$ cat src/rtl/regfile_pkg.sv
// Shared types and constants for the RISC-V integer register file.
// Index width is fixed at five bits to match the rd/rs1/rs2 instruction fields.
package regfile_pkg;

    localparam int XLEN_DEF  = 32;
    localparam int NREGS_DEF = 32;

    typedef logic [4:0]          reg_idx_t;
    typedef logic [XLEN_DEF-1:0] xlen_t;

    localparam reg_idx_t REG_ZERO = 5'd0;

endpackage

$ cat src/rtl/regfile_read_port.sv
// One combinational read port: x0 and out-of-range indexes read zero.
// With REGFILE_BYPASS_EN defined, a same-cycle write to the read index is forwarded.
module regfile_read_port
    import regfile_pkg::*;
#(
    parameter int XLEN  = XLEN_DEF,
    parameter int NREGS = NREGS_DEF
) (
    input  logic [4:0]      rdAddr,
    input  logic [XLEN-1:0] regs [1:NREGS-1],
    input  logic            we,
    input  logic [4:0]      wrAddr,
    input  logic [XLEN-1:0] wrData,
    output logic [XLEN-1:0] rdData
);

`ifndef REGFILE_BYPASS_EN
    logic unusedWriteSide;
    assign unusedWriteSide = ^{we, wrAddr, wrData};
`endif

    // The loop starts at 1, so x0 and any index with no storage fall through to zero.
    always_comb begin
        rdData = '0;
        for (int i = 1; i < NREGS; i++) begin
            if (rdAddr == reg_idx_t'(i)) begin
                rdData = regs[i];
`ifdef REGFILE_BYPASS_EN
                if (we && (wrAddr == rdAddr)) begin
                    rdData = wrData;
                end
`endif
            end
        end
    end

endmodule

$ cat src/rtl/register_file.sv
// RISC-V integer register file: 32 x XLEN, two combinational reads, one synchronous write.
// Optional write-to-read forwarding is enabled by defining REGFILE_BYPASS_EN.
module register_file
    import regfile_pkg::*;
#(
    parameter int XLEN  = XLEN_DEF,
    parameter int NREGS = NREGS_DEF
) (
    input  logic            clk,
    input  logic            rst,
    input  logic            we,
    input  logic [4:0]      wrAddr,
    input  logic [4:0]      rdAddr1,
    input  logic [4:0]      rdAddr2,
    input  logic [XLEN-1:0] wrData,
    output logic [XLEN-1:0] rdData1,
    output logic [XLEN-1:0] rdData2
);

    // x0 has no storage; index 0 never matches a slot below.
    logic [XLEN-1:0] regs [1:NREGS-1];

    always_ff @(posedge clk or posedge rst) begin
        if (rst) begin
            for (int i = 1; i < NREGS; i++) begin
                regs[i] <= '0;
            end
        end else if (we && (wrAddr != REG_ZERO)) begin
            for (int i = 1; i < NREGS; i++) begin
                if (wrAddr == reg_idx_t'(i)) begin
                    regs[i] <= wrData;
                end
            end
        end
    end

    regfile_read_port #(
        .XLEN  (XLEN),
        .NREGS (NREGS)
    ) readPort1 (
        .rdAddr (rdAddr1),
        .regs   (regs),
        .we     (we),
        .wrAddr (wrAddr),
        .wrData (wrData),
        .rdData (rdData1)
    );

    regfile_read_port #(
        .XLEN  (XLEN),
        .NREGS (NREGS)
    ) readPort2 (
        .rdAddr (rdAddr2),
        .regs   (regs),
        .we     (we),
        .wrAddr (wrAddr),
        .wrData (wrData),
        .rdData (rdData2)
    );

endmodule

$ cat config.mk
export PLATFORM = sky130hd
export DESIGN_NAME = register_file
export DESIGN_NICKNAME = d
export VERILOG_FILES = /design/src/rtl/regfile_pkg.sv /design/src/rtl/regfile_read_port.sv /design/src/rtl/register_file.sv
export SDC_FILE = /design/constraint.sdc
export NUM_CORES = 2
export LEC_CHECK = 0
export BUFFER_PORTS_ARGS = -buffer_cell sky130_fd_sc_hd__buf_2
export CORE_MARGIN = 8
export CORE_UTILIZATION = 40
export CTS_BUF_LIST = sky130_fd_sc_hd__clkbuf_2 sky130_fd_sc_hd__clkbuf_4 sky130_fd_sc_hd__clkbuf_8
export DETAILED_ROUTE_END_ITERATION = 10
export PLACE_DENSITY = 0.54
export SYNTH_ARGS = -nofsm -noshare
export SYNTH_HDL_FRONTEND = slang
export SYNTH_HIERARCHICAL = 1
export SYNTH_SLANG_ARGS = --single-unit
$ cat constraint.sdc
create_clock -name clk -period 33.6 [get_ports clk]
set_input_delay 1.68 -clock clk [delete_from_list [all_inputs] [get_ports clk]]
set_output_delay 1.68 -clock clk [all_outputs]
set_load 0.1 [all_outputs]
==> impl_metrics.json <==
{
  "die_w_um": 391,
  "timing.fmax_mhz": 123,
  "synthCells": 5262,
  "powerDensity_nw_per_um2": 58.3,
  "relSlewSlack": 0.00643,
  "clockRootBuffer": "clkbuf_8",
  "postSynth.asyncResetShare": 1.00,
  "cts_made_buffers": 175,
  "violations": "design-rule violations, max-capacitance violations",
  "outcome": "complete, but fails checks",
  "hold_class": "reg2reg",
  "routed_wl_um": 252000,
  "synth_area_leaders": "dfrtp_1 44%, mux2_2 22%, o21ai_0 3.6%",
  "initial_core_util": 0.403,
  "wl_per_cell_um": 35.2,
  "synth_commonest_cells": "1083 x mux2_2, 992 x dfrtp_1, 410 x o21ai_0, 340 x a21oi_1, 318 x nand2_1",
  "portBuffers": 113,
  "grt_first_pass_wirelength_um": 356000,
  "cts_hold_buf": 0,
  "cts_setup_buffers": 0,
  "cts_resized": 0,
  "yosysSeqAreaShare": 0.442,
  "ys_warn_count": 6,
  "ys_types": 80,
  "totalPowerFinal_w": 0.00360,
  "period_needed_ps": 8100,
  "clock_latency_ps": 930,
  "fin_nets": 5210,
  "dp_hpwl_um": 159000,
  "setup_viol": 0,
  "gp_congestion": 0.982,
  "critical-path-slowest-cell": "nand4_1",
  "avgViaCountPerCell": 6.87,
  "grt_max_degree": 151,
  "clockBufferDepth": 3,
  "final_min_period_over_clock_period": 0.241,
  "drc": 3,
  "synth_most_common_cell": "mux2_2",
  "ys_ff_latch": 992,
  "synth.avg_cell_area_um2": 10.7,
  "cp_cell_sequence": "buf_8, buf_4, buf_4, or2_2, nand2_1, nand4_1, nand3_1, a31oi_1, o21ai_0, buf_2",
  "ant_nets": 0,
  "largestRegisters": "regs: 992 flops",
  "max_flop_register": "regs",
  "dr.pass1.iters": 11,
  "synth-edff-count": 0,
  "die_h_um": 391,
  "total_leakage_power_nw": 26.4,
  "cp_data_arrival_time_ps": 6420,
  "peakVddDrop_mv": 0.0339,
  "yosysTopAreaCell": "dfrtp_1",
  "cp_max_fo": 42,
  "synth_fp_nets": 5312,
  "synth_top_area_share": 0.442,
  "drtIter0Drc": 7707,
  "cap_violations": 1,
  "final-max-slew-violation-count": 0,
  "start_kind": "input port",
  "worst_path_most_repeated_cell": "buf_4",
  "cts.clk_slew.worst_paths_ps": 50,
  "die_area_um2": 153000,
  "crit_path_max_incr_delay_ps": 850,
  "hold_viol": 0,
  "antenna_found_initial": 20,
  "cts_tree": "built",
  "synth_flop_cell": "dfrtp_1",
  "htreeDepth": 4,
  "drive_gt1_frac": 0.337,
  "final_core_util": 0.442,
  "cts_sinks": 992,
  "rows": 137,
  "largest_register_ffs": 992,
  "rsz0062_at_grt": "no",
  "num_io_pins": 114,
  "tns_ps": 0,
  "clock_skew_ps": 0,
  "worst_slew_pin_slew_ps": 1480,
  "worstSetupEndpointType": "primary output",
  "core_um2": 140000,
  "grt_pass1_vias": 47600,
  "grt_overflow": 0,
  "worstSetupPathType": "in2out",
  "syn2layout_area_growth_pct": 9.81,
  "syn-cell-area_um2": 56200,
  "cp.required_ps": 31920,
  "grtUsageTotal": 0.317,
  "vias": 49200
}
## cells in the final DEF, fill, tap and decap left out, types with 30 or more instances in the layout
master,synthesis,routed
buf_2,256,105
a22oi_1,116,116
clkbuf_8,0,221
a22o_1,30,30
a21o_1,42,42
o211ai_1,38,38
a21oi_1,340,340
nand3_1,88,84
nor3_1,58,58
o21ai_0,410,410
a31oi_1,68,68
a211oi_1,30,30
o22ai_1,170,170
mux2_2,1083,1083
a221oi_1,52,52
clkbuf_4,0,58
nor2_1,193,177
buf_4,46,136
dfrtp_1,992,992
nand2_1,318,307
o221ai_1,48,48
mux2i_1,192,192
## through the flow
stage | hold WS [ps] | worst slack [ps] | area (um^2) | cells
final | 511 | 25500 | 61700 | 7169
after global routing | 537 | 25690 | 61700 | 7158
after CTS | 518 | 25900 | 61700 | 7157
after detailed placement | 501 | 25920 | 58000 | 6859
after global placement | 492 | 25910 | 58000 | 6859
after floorplan | 475 | 4010 | 56200 | 5262
## per-layer routing
layer	global-route usage	routed length, um	vias to the layer above
li1	-	-	19600
met1	0.422	100000	25000
met2	0.454	104000	3617
met3	0.108	31600	972
met4	0.171	16300	18
met5	0.00282	170	-
## report_power, final
group	total, W	internal, W	switching, W
combinational	0.000765	0.000314	0.000451
clock	0.00121	0.000662	0.000545
sequential	0.00163	0.00143	0.000196
## worst max-delay path, delay by kind of cell
family | cells | cell delay (ps)
buffers and inverters | 4 | 1720
AOI/OAI and AO/OA | 2 | 1070
and+or+nand+nor | 4 | 1860
## area by class of cell
type / instances / area [um^2]
inverters: 19 / 78.8
clock buffers: 279 / 3480
clock inverters: 19 / 198
diodes: 12 / 30.0
well taps: 1876 / 2350
multi-input cells: 3723 / 29100
fillers: 13300 / 77800
repair buffers: 249 / 1690
flip-flops and latches: 992 / 24800
## cell families after synthesis
group                  Yosys count  share of synthesized area
and+or+nand+nor                849                     0.0729
DFF                            992                      0.442
AOI/OAI and AO/OA             1570                      0.179
buffers and inverters          547                     0.0456
muxes                         1304                      0.261
## worst paths after layout
| kind | startpoint | to | slack, ps | cells past startpoint |
|---|---|---|---|---|
| setup / recovery | rdAddr1[0] | rdData1[23] | 25500 | 10 |
| hold / removal | regs[897] | regs[897] | 510 | 1 |
| setup reg to reg | regs[252] | regs[252] | 32650 | 1 |
| hold reg to reg | regs[897] | regs[897] | 510 | 1 |
| min in group asynchronous | rst | regs[767] | 860 | 2 |
| max in group asynchronous | rst | regs[3] | 29600 | 5 |
Note: power is estimated with default switching activity, not from simulation.
